<file path="config.mk">
export PLATFORM = sky130hd
export DESIGN_NAME = d_stage_hazard_scoreboard
export DESIGN_NICKNAME = d
export VERILOG_FILES = /design/src/rtl/d_stage_hazard_scoreboard.sv
export SDC_FILE = /design/constraint.sdc
export NUM_CORES = 1
export LEC_CHECK = 0
export BUFFER_PORTS_ARGS = -buffer_cell sky130_fd_sc_hd__buf_2
export CORE_AREA = 2 2 133 135
export CTS_BUF_LIST = sky130_fd_sc_hd__clkbuf_8 sky130_fd_sc_hd__clkbuf_16
export CTS_CLUSTER_DIAMETER = 60
export DETAILED_ROUTE_END_ITERATION = 8
export DIE_AREA = 0 0 135 137
export PLACE_DENSITY = 0.75
export REMOVE_ABC_BUFFERS = 1
export SETUP_SLACK_MARGIN = 0.2
export SLEW_MARGIN = 15
export SYNTH_ARGS = -nofsm -noshare
export SYNTH_HDL_FRONTEND = slang
export SYNTH_SLANG_ARGS = --single-unit
</file>
<file path="constraint.sdc">
create_clock -name clk -period 3.3 [get_ports clk]
set_input_delay 0.33 -clock clk [delete_from_list [all_inputs] [get_ports clk]]
set_output_delay 0.33 -clock clk [all_outputs]
set_load 0.1 [all_outputs]
</file>
<file path="src/rtl/d_stage_hazard_scoreboard.sv">
// Decode-stage operand hazard unit: ordered multi-stage bypass with per-stage ready,
// plus a register scoreboard and outstanding counter for out-of-band long-latency ops.
module d_stage_hazard_scoreboard #(
  parameter int N_BITS   = 32,
  parameter int NUM_REGS = 32,
  parameter int IDX_W    = 5,
  parameter int NUM_BYP  = 3,
  parameter int MAX_LNG  = 4,
  parameter int CNT_W    = 3
) (
  input  logic                        clk,
  input  logic                        rst,
  input  logic                        issue_vld,
  input  logic                        flush,
  input  logic [IDX_W-1:0]            issue_rs1,
  input  logic [IDX_W-1:0]            issue_rs2,
  input  logic                        issue_rs1_vld,
  input  logic                        issue_rs2_vld,
  input  logic [IDX_W-1:0]            issue_rd,
  input  logic                        issue_wr_en,
  input  logic                        issue_lng,
  input  logic [N_BITS-1:0]           rf_rs1_data,
  input  logic [N_BITS-1:0]           rf_rs2_data,
  input  logic [NUM_BYP*IDX_W-1:0]    byp_rd,
  input  logic [NUM_BYP-1:0]          byp_wr_en,
  input  logic [NUM_BYP-1:0]          byp_rdy,
  input  logic [NUM_BYP*N_BITS-1:0]   byp_data,
  input  logic                        lng_wb_vld,
  input  logic [IDX_W-1:0]            lng_wb_rd,
  input  logic [N_BITS-1:0]           lng_wb_data,
  output logic [N_BITS-1:0]           op1,
  output logic [N_BITS-1:0]           op2,
  output logic                        stall,
  output logic                        issue_fire,
  output logic [CNT_W-1:0]            lng_outstanding,
  output logic [NUM_REGS-1:0]         pend_vec
);

  logic [NUM_REGS-1:0] pend_reg, pend_next;
  logic [CNT_W-1:0]    cnt_reg, cnt_next;

  logic [2*IDX_W-1:0]  src_idx_flat;
  logic [1:0]          src_vld_flat;
  logic [2*N_BITS-1:0] src_rf_flat;
  logic [2*N_BITS-1:0] src_op_flat;
  logic [1:0]          src_haz_flat;

  assign src_idx_flat = {issue_rs2, issue_rs1};
  assign src_vld_flat = {issue_rs2_vld, issue_rs1_vld};
  assign src_rf_flat  = {rf_rs2_data, rf_rs1_data};

  genvar gi;
  generate
    for (gi = 0; gi < 2; gi++) begin : g_src
      logic [IDX_W-1:0]  idx;
      logic              byp_hit;
      logic              byp_ok;
      logic [N_BITS-1:0] byp_val;
      logic [N_BITS-1:0] res;
      logic              haz;

      assign idx = src_idx_flat[gi*IDX_W +: IDX_W];

      // Walk oldest to youngest so the youngest matching stage wins.
      always_comb begin
        byp_hit = 1'b0;
        byp_ok  = 1'b0;
        byp_val = '0;
        for (int i = NUM_BYP - 1; i >= 0; i--) begin
          if (byp_wr_en[i] && (byp_rd[i*IDX_W +: IDX_W] == idx)) begin
            byp_hit = 1'b1;
            byp_ok  = byp_rdy[i];
            byp_val = byp_data[i*N_BITS +: N_BITS];
          end
        end
      end

      always_comb begin
        res = src_rf_flat[gi*N_BITS +: N_BITS];
        haz = 1'b0;
        if (!src_vld_flat[gi] || (idx == '0)) begin
          res = src_rf_flat[gi*N_BITS +: N_BITS];
        end else if (lng_wb_vld && (lng_wb_rd == idx)) begin
          res = lng_wb_data;
        end else if (pend_reg[idx]) begin
          haz = 1'b1;
        end else if (byp_hit) begin
          if (byp_ok) res = byp_val;
          else        haz = 1'b1;
        end
      end

      assign src_op_flat[gi*N_BITS +: N_BITS] = res;
      assign src_haz_flat[gi]                 = haz;
    end
  endgenerate

  assign op1 = src_op_flat[0 +: N_BITS];
  assign op2 = src_op_flat[N_BITS +: N_BITS];

  logic waw, full, inc, dec;

  assign waw = issue_wr_en && (issue_rd != '0) && pend_reg[issue_rd]
               && !(lng_wb_vld && (lng_wb_rd == issue_rd));
  assign full = issue_lng && (cnt_reg == CNT_W'(MAX_LNG)) && !lng_wb_vld;

  assign stall      = issue_vld && !flush && ((|src_haz_flat) || waw || full);
  assign issue_fire = issue_vld && !flush && !stall;

  assign inc = issue_fire && issue_lng;
  assign dec = lng_wb_vld && (cnt_reg != '0);

  always_comb begin
    pend_next = pend_reg;
    if (lng_wb_vld && (lng_wb_rd != '0)) pend_next[lng_wb_rd] = 1'b0;
    // A new long issue to the same register must survive the old completion.
    if (inc && issue_wr_en && (issue_rd != '0)) pend_next[issue_rd] = 1'b1;
    pend_next[0] = 1'b0;
  end

  always_comb begin
    cnt_next = cnt_reg;
    if (inc && !dec && (cnt_reg != CNT_W'(MAX_LNG))) cnt_next = cnt_reg + CNT_W'(1);
    else if (dec && !inc)                            cnt_next = cnt_reg - CNT_W'(1);
  end

  always_ff @(posedge clk) begin
    if (rst) begin
      pend_reg <= '0;
      cnt_reg  <= '0;
    end else begin
      pend_reg <= pend_next;
      cnt_reg  <= cnt_next;
    end
  end

  assign pend_vec        = pend_reg;
  assign lng_outstanding = cnt_reg;

  a_wb_underflow: assert property (@(posedge clk) disable iff (rst)
    !(lng_wb_vld && (cnt_reg == '0)));

endmodule

</file>
Word-level counts from Yosys, hierarchy flattened. Cells that the tools add are included.

$add $sub $neg: 2. Order comparisons: 6. Eq/ne operators: 11. Mux-type cells: 52. Bitwise logic cells: 3. Reduce and logical (&&, ||, !) cells: 46.

Operators by type and width (number): 32-bit two-way mux (18); 5-bit == test (9); 32-bit AND (1); 32-bit NOT (1); 32-bit bitwise OR (1); 1-bit logical AND (27); 1-bit two-way mux (27); 5-bit by 6-bit less-than comparator with 1-bit output (second input constant) (4); 1-bit binary-select mux with 5-bit select (3); 1-bit demux with 5-bit select (2); 5-bit by 1-bit >= comparator with 1-bit output (second input constant) (2); 5-bit logical NOT (2); 5-bit nonzero test (2); 1-bit logical NOT (8); 3-bit two-way mux (2); 1-bit logical OR (4); 3-bit by 1-bit adder with 3-bit output (second input constant) (1); 3-bit == test (second input constant) (1); 3-bit != test (second input constant) (1); 3-bit nonzero test (1); 3-bit by 1-bit subtractor with 3-bit output (second input constant) (1); 2-bit nonzero test (1); 2-bit OR reduction (1).

Bits in registers: 35. Input bits: 242.

Longest topological paths before layout. Gate-level depths: netlist of the first run.

Depth after elaboration: 21. Gate-level depth with buffers: 16.

Worst setup path before layout of the first run. OpenSTA, ideal clock, no wires.

Path type: reg2out. Start: reg pend_reg[11], in the netlist pend_vec[11]. End: out issue_fire. Data arrival time: 5.193 ns. Required time: 2.970 ns. Setup slack: -2.223 ns. Stages on the path, launching flop included: 8. Path buffers: 0. Cells stage by stage: dfxtp_1 mux4_2 o22ai_1 a2111o_1 o211a_1 a21oi_1 or2_2 nor4b_1.

Longest elaborated chain between the ends: 11. Elaborated cells on any way between the ends: 20.

RTL lines: start, declared (line 39) `logic [NUM_REGS-1:0] pend_reg, pend_next;`; start signal, assigned (line 132) `pend_reg <= pend_next;`; 1-bit binary-select mux with 5-bit select (line 85) `end else if (pend_reg[idx]) begin`; 1-bit two-way mux (implied by the code) (line 85); 1-bit two-way mux (line 85); 1-bit two-way mux (line 83) `end else if (lng_wb_vld && (lng_wb_rd == idx)) begin`; 1-bit two-way mux (line 81) `if (!src_vld_flat[gi] || (idx == '0)) begin`; 2-bit OR reduction (line 107) `assign stall = issue_vld && !flush && ((|src_haz_flat) || waw || full);`; 1-bit logical OR * (2 in series) (line 107); 1-bit logical AND * (line 107); 1-bit logical NOT * (line 108) `assign issue_fire = issue_vld && !flush && !stall;`; 1-bit logical AND * (line 108); end, declared (line 34) `output logic issue_fire,`.

Mark *: on every way between the ends. The rest lies on a longest branch, timed or not. The select of a mux whose other input is x is not followed.

Final worst setup path of the first run.
Start: reg pend_reg[27], in the netlist pend_vec[27]. End: out op2[24].

Longest elaborated chain between the ends: 5.

RTL lines: 1-bit binary-select mux with 5-bit select (line 85); 1-bit two-way mux (implied by the code) (line 85); 32-bit two-way mux (line 85); 32-bit two-way mux (line 83); 32-bit two-way mux (line 81); end, declared (line 32) `output logic [N_BITS-1:0] op2,`.

No other way between the ends. The select of a mux whose other input is x is not followed.

==> results of run 1 <==
## tightest hold or removal path: cells and delay by family
| family | cells | cell delay [ns] |
|---|---|---|
| AO/OA/AOI/OAI | 1 | 0.06 |
| buffers and inverters | 1 | 0.21 |
| AND/OR/NAND/NOR | 1 | 0.11 |
## metrics by stage
| stage | setup WS, ns | utilization [%] | hold WS, ns | area, sq um |
|---|---|---|---|---|
| after floorplan | -2.31 | - | 0.399 | 5390 |
| after global placement | -0.0142 | 52.4 | 0.522 | 8940 |
| after detailed placement | -0.0194 | 52.4 | 0.546 | 8940 |
| after CTS | 0.0940 | 53.9 | 0.472 | 9200 |
| after global routing | 0.0882 | 59.4 | 0.527 | 10100 |
| final | 0.155 | 59.4 | 0.476 | 10100 |
## final cells by class
| cell class | instances | area [sq um] | area share [%] |
|---|---|---|---|
| clock buffers | 6 | 139 | 1.37 |
| flip-flops and latches | 34 | 706 | 6.96 |
| inverters | 6 | 22.5 | 0.222 |
| well taps | 225 | 282 | 2.78 |
| diodes | 4 | 10.0 | 0.0988 |
| multi-input cells | 706 | 5520 | 54.5 |
| repair buffers | 413 | 3450 | 34.0 |
| clock inverters | 2 | 8.76 | 0.0864 |
## power by group through the flow
stage	logic [mW]	registers (mW)	clock network [mW]
detailed placement	1.52	0.460	0
floorplan	0.759	0.564	0
finish	1.64	0.451	0.478
global route	1.70	0.453	0.491
global placement	1.51	0.460	0
CTS	1.53	0.451	0.473
## how the worst min path moves through the flow
stage                       startpoint           end  slack [ns]  depth (start not counted)
after floorplan                    rst   pend_vec[1]        0.40                          1
after global placement    pend_vec[28]  pend_vec[28]        0.52                          2
after detailed placement  pend_vec[28]  pend_vec[28]        0.55                          2
after CTS                  issue_rd[1]   pend_vec[2]        0.47                          3
after global routing       issue_rd[2]  pend_vec[21]        0.53                          3
final                      issue_rd[1]   pend_vec[2]        0.48                          3
## cells in the mapped netlist (25+ instances only)
library cell	n
xor2_1	25
o21ai_0	47
a22oi_1	32
clkbuf_1	62
a22o_1	32
dfxtp_1	34
nand2_1	100
a221oi_1	35
nor2_1	80
o31ai_1	37
a21oi_1	36
nor2b_1	28
o22ai_1	34
## per-layer routing
layer | part of all wire, % | vias to the layer above | track usage (%)
li1 | - | 3819 | -
met1 | 36 | 4089 | 41.0
met2 | 48 | 737 | 55.4
met3 | 11 | 171 | 5.78
met4 | 4.9 | 8 | 10.9
met5 | 0.17 | - | 0
## flip-flops by register name (all words and copies together) (netlist names)
| register | count |
|---|---|
| lng_outstanding | 3 |
| pend_vec | 31 |
## cells in the final DEF, fill, tap and decap left out, drive strengths merged, types with 6 or more instances in the layout
cell type and n:
a21oi 37, a221oi 35, a22o 32, a22oi 32, and2 6, buf 408
clkbuf 11, dfxtp 34, inv 7, mux2 14, mux2i 15, mux4 12
nand2 100, nand2b 9, nand3 21, nand3b 17, nand4 8, nor2 81
nor2b 28, nor3 8, nor3b 6, nor4 6, o21ai 77, o22ai 34
o31ai 37, xnor2 20, xor2 25
## what timing repair did
action	CTS	global route
gates resized for setup	29	147
buffers inserted	0	8
pin swaps	1	30
cloned	1	5
endpoints found under the setup margin	65	68
## cell families after synthesis
group / synth area share [%]
compound gates: 37.2
simple gates: 26.7
buf+inv: 7.06
xor+xnor: 6.83
mux: 10.0
flops: 11.8
fa+ha+maj: 0.347
other cells: 0.0649
==> impl_metrics.toml, run 1 <==
[critical_path]
r2r_slack_ns = 0.41
crit_type = "reg2out"
path_delay_family = "compound AO/OA/AOI/OAI gates"
setup.worst_path.end = "op2[24]"
path_depth = 11
critPathMostFrequentCell = "buf_12"
required_ns = 2.97
r2r_cells = 11
cp_num_buf_inv = 3
path_cells = "mux2_1, o311ai_0, o21bai_2, o211ai_1, o31ai_1, and2_4, buf_12, nor2_4, a21oi_2, buf_6, buf_12"
critPathLaunchType = "register"
max_stage_delay_ns = 0.37
crit_start = "pend_vec[27]"
crit_fanout = 6
critPathCaptureType = "output pin"
crit_arrival_ns = 2.82
r2r-start = "pend_vec[27]"
regToRegEndpoint = "lng_outstanding[2]"
cp_slowest_cell = "dfxtp_1"

[yosys]
yosysSeqAreaShare_pct = 11.8
synth.top_cell.area_share_pct = 11.8
ys.flop_type = "dfxtp_1"
netlist_area_sq_um = 5770
synth_top_area_cell = "dfxtp_1"
synth-async-reset-ratio_pct = 0
syn_avg_cell_area_sq_um = 6.96
syn_inst = 830
ys_ff_latch = 34
synth_cell_type_count = 68
yosys-top-cells-area = "dfxtp_1, nand2_1, a221oi_1, nor2_1, a22o_1"
synth-edff-count = 0
yosysWarnings = 0

[route]
first_iter_violations = 851
first_pass_iters = 7
routedWlPerCell_um = 24.7
vias_per_cell = 6.32
finalWirelength_um = 34400
vias = 8824
detail-route-antenna-nets = 0
drc = 0

[hold_path]
hold_path_class = "in2reg"

[power_and_ir_drop]
pwr-share-seq_pct = 17.6
p_leak_nw = 4.11
swShare_pct = 49.3
combPwrFrac_pct = 63.8
p_int_mw = 1.30
peakVddDrop_uv = 258
pwr-share-clk_pct = 18.6
powerDensity_nw_per_um2 = 253
netSwitchingPower_mw = 1.26
p_total_mw = 2.57

[sta]
post-route-period-util_pct = 95.3
fmax_mhz = 318
skew_ns = 0.00596
slew_headroom_pct = 61.2
rsz0062_at_grt = "yes"
tns_ns = 0
hold_viol = 0
setup_viol = 0
drv_slew = 0
period_needed_ns = 3.15
worstMarginPinSlew_ns = 0.581

[layout]
fill_cells = 1462
final_cells = 1396
syn2layout_area_growth_pct = 75.5
layout-drive-gt1-share_pct = 50.2
final_nets = 1409

[clock_network]
htree_levels = 2
numCtsBuffers = 5
cts_hold_buf = 0
clock-root-buffer = "clkbuf_16"
clkSlewWorstSetupHoldPaths_ns = 0.05
max-clock-path-buffers = 2
clkLatencyLatePin_ns = 0.28
clock-sinks = 34
tritoncts = "done"

[floorplanning]
die_h_um = 137
pin_count = 343
die_area_sq_um = 18500
fp-row-count = 48
core_area_sq_um = 17100
start_util_pct = 33.9
fp.dieW_um = 135

[place]
placed_cells = 1370
hpwl_um = 24800
place_congestion = 1.03
io_buffers = 341

[global_route]
grt_pass1_wl_um = 46200
grt_usage_pct = 32.4
grt_max_degree = 39
antenna_found_initial = 9
grt_overflow = 0
grt_pass1_vias = 7773

[run]
max_cap_violations = 0

[outcome]
status = "complete, no violations"
No activity file was read; power rests on OpenSTA's default activity.
==> run 2: changes to the inputs <==
--- a/config.mk
+++ b/config.mk
@@ -5,6 +5,7 @@
 export SDC_FILE = /design/constraint.sdc
 export NUM_CORES = 1
 export LEC_CHECK = 0
+export ABC_CLOCK_PERIOD_IN_PS = 3300
 export BUFFER_PORTS_ARGS = -buffer_cell sky130_fd_sc_hd__buf_2
 export CORE_AREA = 2 2 133 135
 export CTS_BUF_LIST = sky130_fd_sc_hd__clkbuf_8 sky130_fd_sc_hd__clkbuf_16
==> constraint.sdc (replaced) <==
create_clock -name clk -period 3.3 [get_ports clk]
set_input_delay 0.495 -clock clk [delete_from_list [all_inputs] [get_ports clk]]
set_output_delay 0.495 -clock clk [all_outputs]
set_load 0.1 [all_outputs]
==> run 2 against run 1 <==
Against the previous run: the flow now finishes with violations (setup timing); power rose by 10%; global-route usage up 5.5 points; flip-flop and latch count is the same; critical path type unchanged; largest cell class unchanged.
==> impl_metrics.toml, run 2 (synthesized netlist as in run 1, its figures left out) <==
[outcome]
status = "finished with violations"
violations = "setup timing"

[sta]
period_needed_ns = 3.46
post-route-period-util_pct = 105
drv_slew = 0
fin_ws_ns = -0.161
rsz0062_at_grt = "yes"
setup_viol = 48
skew_ns = 0.00425
slew_headroom_pct = 43.2
fmax_mhz = 289
hold_viol = 0
worstMarginPinSlew_ns = 0.853

[clock_network]
cts_hold_buf = 0
clock-root-buffer = "clkbuf_16"
clkSlewWorstSetupHoldPaths_ns = 0.06
htree_levels = 2
tritoncts = "done"
max-clock-path-buffers = 2
numCtsBuffers = 5
clock-sinks = 34
clkLatencyLatePin_ns = 0.28

[hold_path]
hp-start = "pend_vec[28]"
hold_depth = 2
hold_end = "pend_vec[28]"
hold_path_class = "reg2reg"

[critical_path]
crit_start = "pend_vec[27]"
r2r-start = "pend_vec[27]"
required_ns = 2.80
crit_type = "reg2out"
critPathLaunchType = "register"
critPathCaptureType = "output pin"
r2r_cells = 15
crit_arrival_ns = 2.97
r2r_slack_ns = 0.24
crit_fanout = 5
regToRegEndpoint = "lng_outstanding[2]"

[layout]
final_nets = 1507
layout_commonest_cell = "buf_2"
final_cell_mix = "buf_2, nand2_1, buf_12, buf_4, nor2_1"
syn2layout_area_growth_pct = 118
design_area_sq_um = 12600
largest_reg_flops = 31
multi_input_area_sq_um = 6540
regArea_sq_um = 703
layout-drive-gt1-share_pct = 61.7
final_cells = 1501
fill_cells = 1077

[place]
place_congestion = 1.05
hpwl_um = 25400
placed_cells = 1426
io_buffers = 341
placed_cell_area_sq_um = 9410

[power_and_ir_drop]
peakVddDrop_uv = 218
pwr-share-clk_pct = 16.6
pwr-share-seq_pct = 15.9
p_leak_nw = 5.08
combPwrFrac_pct = 67.5
netSwitchingPower_mw = 1.37
p_int_mw = 1.46
swShare_pct = 48.5
powerDensity_nw_per_um2 = 225

[global_route]
grt_usage_pct = 37.9
grt_pass1_wl_um = 53500
grt_overflow = 0
grt_max_degree = 39
antenna_found_initial = 13
grt_pass1_vias = 9014

[route]
drc = 0
routedWlPerCell_um = 27.0
detail-route-antenna-nets = 0
first_pass_iters = 6
vias = 9870
first_iter_violations = 1044
finalWirelength_um = 40500
vias_per_cell = 6.58

[floorplanning]
die_h_um = 137
core_area_sq_um = 17100
fp.dieW_um = 135
pin_count = 343
die_area_sq_um = 18500
start_util_pct = 33.9
fp-row-count = 48

[run]
max_cap_violations = 0
-- run 2: changes by cell type in the layout (fill, tap and decap cells not counted), moves of 19 or more --
cell,delta
nor2_1,-22
nor2_4,+25
o22ai_4,+19
a221oi_1,-27
buf_6,+31
o22ai_1,-20
buf_12,+21
buf_4,+40
a221oi_2,+20
-- run 2: final cells by class --
cell class | instances | share of cell area (%)
Antenna cell | 11 | 0.219
Clock buffer | 6 | 1.10
Clock inverter | 2 | 0.0696
Inverter | 6 | 0.179
Multi-Input combinational cell | 705 | 52.0
Sequential cell | 34 | 5.59
Tap cell | 225 | 2.24
Timing Repair Buffer | 512 | 38.6
-- run 2: power groups by stage --
| stage | Clock [mW] | Combinational, mW | Sequential, mW |
|---|---|---|---|
| final | 0.468 | 1.91 | 0.451 |
| after global placement | 0 | 1.54 | 0.459 |
| after floorplan | 0 | 0.759 | 0.564 |
| after CTS | 0.469 | 1.76 | 0.452 |
| after global routing | 0.489 | 1.97 | 0.454 |
| after detailed placement | 0 | 1.57 | 0.461 |
-- run 2: how the worst max path moves through the flow --
stage          cells after the start          to
3_3_place_gp                      13     op1[29]
3_5_place_dp                      12  issue_fire
5_1_grt                           16     op2[17]
4_1_cts                           13     op1[16]
2_1_floorplan                      8      op2[0]
6_report                          12     op2[28]
-- run 2: per-stage QoR --
stage	setup slack [ns]	hold WS (ns)	utilization (%)	power, mW	TNS [ns]
final	-0.161	0.524	73.7	2.83	-4.10
after global routing	-0.234	0.565	73.7	2.91	-7.77
after CTS	-0.0595	0.523	68.3	2.69	-0.243
after detailed placement	-0.359	0.548	55.2	2.03	-14.70
after global placement	-0.250	0.531	55.2	2.00	-9.34
after floorplan	-2.64	0.564	-	1.32	-139.02
-- run 2: what timing repair did --
action / 4_1_cts / 5_1_grt
gates resized for setup: 303 / 127
buffers inserted: 27 / 12
pin swaps: 107 / 54
endpoints found under the setup margin: 76 / 78
cloned: 12 / 5
-- run 2: worst max-delay path, cell delays in order (launching register included) --
cell and delay, ns:
dfxtp_4 0.35, buf_4 0.13, mux2_1 0.32, o311ai_1 0.23, o21bai_2 0.18, o211ai_1 0.15
o31ai_1 0.32, and2_4 0.28, buf_6 0.13, buf_16 0.14, nor2_4 0.06, a21oi_2 0.18
buf_12 0.21
-- run 2: metal layers --
layer  part of all wire (%)  wire (um)  up-vias  GRT usage [%]
li1                       -          -     4038              -
met1                     33      13400     4612           44.0
met2                     46      18500      890           63.5
met3                     13       5160      322           11.7
met4                    8.2       3330        8           18.1
met5                   0.15         61        -              0
==> run 3: changes to the inputs <==
--- a/config.mk
+++ b/config.mk
@@ -12,6 +12,7 @@
 export CTS_CLUSTER_DIAMETER = 60
 export DETAILED_ROUTE_END_ITERATION = 8
 export DIE_AREA = 0 0 135 137
+export MAX_ROUTING_LAYER = met4
 export PLACE_DENSITY = 0.75
 export REMOVE_ABC_BUFFERS = 1
 export SETUP_SLACK_MARGIN = 0.2
==> run 3 against run 2 <==
Against the previous run: clock power rose by 2%; flip-flop and latch count did not move; via count fell by 2.0%; non-clock buffer count rose by 2; sequential power barely moved; critical path depth rose by 3; global-route usage rose by 3.0 points; the flow still finishes with violations (setup timing).
==> impl_metrics.toml, run 3 (synthesized netlist as in run 1, its figures left out) <==
[floorplanning]
fp.dieW_um = 135
core_area_sq_um = 17100
pin_count = 343
start_util_pct = 33.9
fp-row-count = 48
die_h_um = 137
die_area_sq_um = 18500

[global_route]
grt_pass1_wl_um = 55900
grt_overflow = 0
grt_usage_pct = 40.9
grt_pass1_vias = 9573
antenna_found_initial = 11
grt_max_degree = 39

[route]
first_iter_violations = 1161
vias_per_cell = 6.43
first_pass_iters = 8
routedWlPerCell_um = 26.0
detail-route-antenna-nets = 0
finalWirelength_um = 39200
vias = 9674
drc = 0

[place]
place_congestion = 1.07
placed_cell_area_sq_um = 9420
dp_slack_ns = -0.259
io_buffers = 341
placed_cells = 1429
hpwl_um = 25500

[sta]
setup_viol = 66
post-route-period-util_pct = 106
skew_ns = 0.00601
fmax_mhz = 285
drv_slew = 0
worstMarginPinSlew_ns = 0.594
period_needed_ns = 3.51
rsz0062_at_grt = "yes"
slew_headroom_pct = 60.4
hold_viol = 0
worst_hold_slack_ns = 0.550
fin_ws_ns = -0.208

[run]
max_cap_violations = 0

[outcome]
status = "finished with violations"
violations = "setup timing"

[critical_path]
cp_slowest_cell = "a211o_4"
max_stage_delay_ns = 0.35
critPathLaunchType = "input port"
cp_num_buf_inv = 8
path_cells = "buf_8, buf_12, buf_8, mux2i_4, o31ai_4, nor3_2, a211o_4, o211a_4, buf_6, buf_6, o21ai_4, buf_4, buf_6, a22o_1, buf_12"
crit_fanout = 7
crit_type = "in2out"
critPathMostFrequentCell = "buf_6"
critPathCaptureType = "output pin"
path_delay_family = "compound AO/OA/AOI/OAI gates"
crit_arrival_ns = 3.01
required_ns = 2.80

[clock_network]
tritoncts = "done"
clock-root-buffer = "clkbuf_16"
htree_levels = 2
clock-sinks = 34
max-clock-path-buffers = 2
clkLatencyLatePin_ns = 0.28
numCtsBuffers = 5
clkSlewWorstSetupHoldPaths_ns = 0.05

[layout]
final_cell_mix = "buf_2, buf_4, nand2_1, buf_12, nor2_1"
fill_cells = 1150
largest_reg_flops = 31
layout_commonest_cell = "buf_2"
final_cells = 1505
design_area_sq_um = 12200
final_nets = 1509
syn2layout_area_growth_pct = 111
layout-drive-gt1-share_pct = 59.8

[power_and_ir_drop]
powerDensity_nw_per_um2 = 233
pwr-share-clk_pct = 16.8
p_total_mw = 2.84
pwr-share-seq_pct = 16.0
peakVddDrop_uv = 265
p_leak_nw = 4.99
combPwrFrac_pct = 67.2
p_int_mw = 1.47
netSwitchingPower_mw = 1.37
swShare_pct = 48.4

[hold_path]
hold_path_class = "reg2reg"
[run 3: cell count changes in the layout (fill, tap and decap cells not counted), moves of 4 or more]
cell / previous run / this run
buf_4: 94 / 102
o21ai_1: 27 / 37
buf_6: 37 / 43
a221oi_4: 7 / 3
o31ai_1: 1 / 10
buf_12: 94 / 89
o31ai_2: 1 / 14
o21ai_0: 41 / 31
a221oi_1: 8 / 27
a221oi_2: 20 / 5
o31ai_4: 35 / 13
[run 3: power by group through the flow]
| stage | clock [mW] | combinational, mW | sequential (mW) |
|---|---|---|---|
| floorplan | 0 | 0.759 | 0.564 |
| global placement | 0 | 1.54 | 0.459 |
| detailed placement | 0 | 1.57 | 0.462 |
| CTS | 0.470 | 1.78 | 0.452 |
| global route | 0.488 | 1.97 | 0.458 |
| finish | 0.478 | 1.91 | 0.454 |
[run 3: final timing paths]
kind,startpoint,end,slack (ns),depth (start not counted)
min reg2reg,pend_vec[10],pend_vec[10],0.55,2
max reg2reg,pend_vec[30],lng_outstanding[2],0.18,14
max,issue_rs1[3],op1[1],-0.21,15
min,pend_vec[10],pend_vec[10],0.55,2
[run 3: layer usage]
metal / part of all wire, % / wire [um] / GRT usage (%)
met3: 11 / 4320 / 13.5
met1: 35 / 13600 / 44.7
met4: 7.2 / 2830 / 21.6
met5: 0 / 0 / -
met2: 47 / 18400 / 66.3
[run 3: stage by stage]
step                      util (%)  setup TNS [ns]
after global routing          71.5          -10.18
after global placement        55.2          -10.12
after CTS                     68.1          -0.148
after floorplan                  -         -139.02
after detailed placement      55.2          -12.87
final                         71.5           -7.35
[run 3: timing repair]
item,4_1_cts,5_1_grt
setup buffers,32,10
pin swaps,78,36
endpoints found under the setup margin,67,93
gates resized for setup,307,79
hold buffers,0,0
gates cloned,12,1
[run 3: cell type report]
class | instances | area [sq um] | share of cell area (%)
diodes | 13 | 32.5 | 0.267
repair buffers | 514 | 4790 | 39.2
clock inverters | 2 | 8.76 | 0.0718
inverters | 6 | 22.5 | 0.185
clock buffers | 6 | 139 | 1.14
well taps | 225 | 282 | 2.31
flip-flops and latches | 34 | 697 | 5.71
multi-input cells | 705 | 6230 | 51.1
[run 3: tightest hold or removal path, stage by stage, from the launching register on]
cell,delay (ns)
dfxtp_2,0.35
nand3b_1,0.09
o21ai_1,0.06
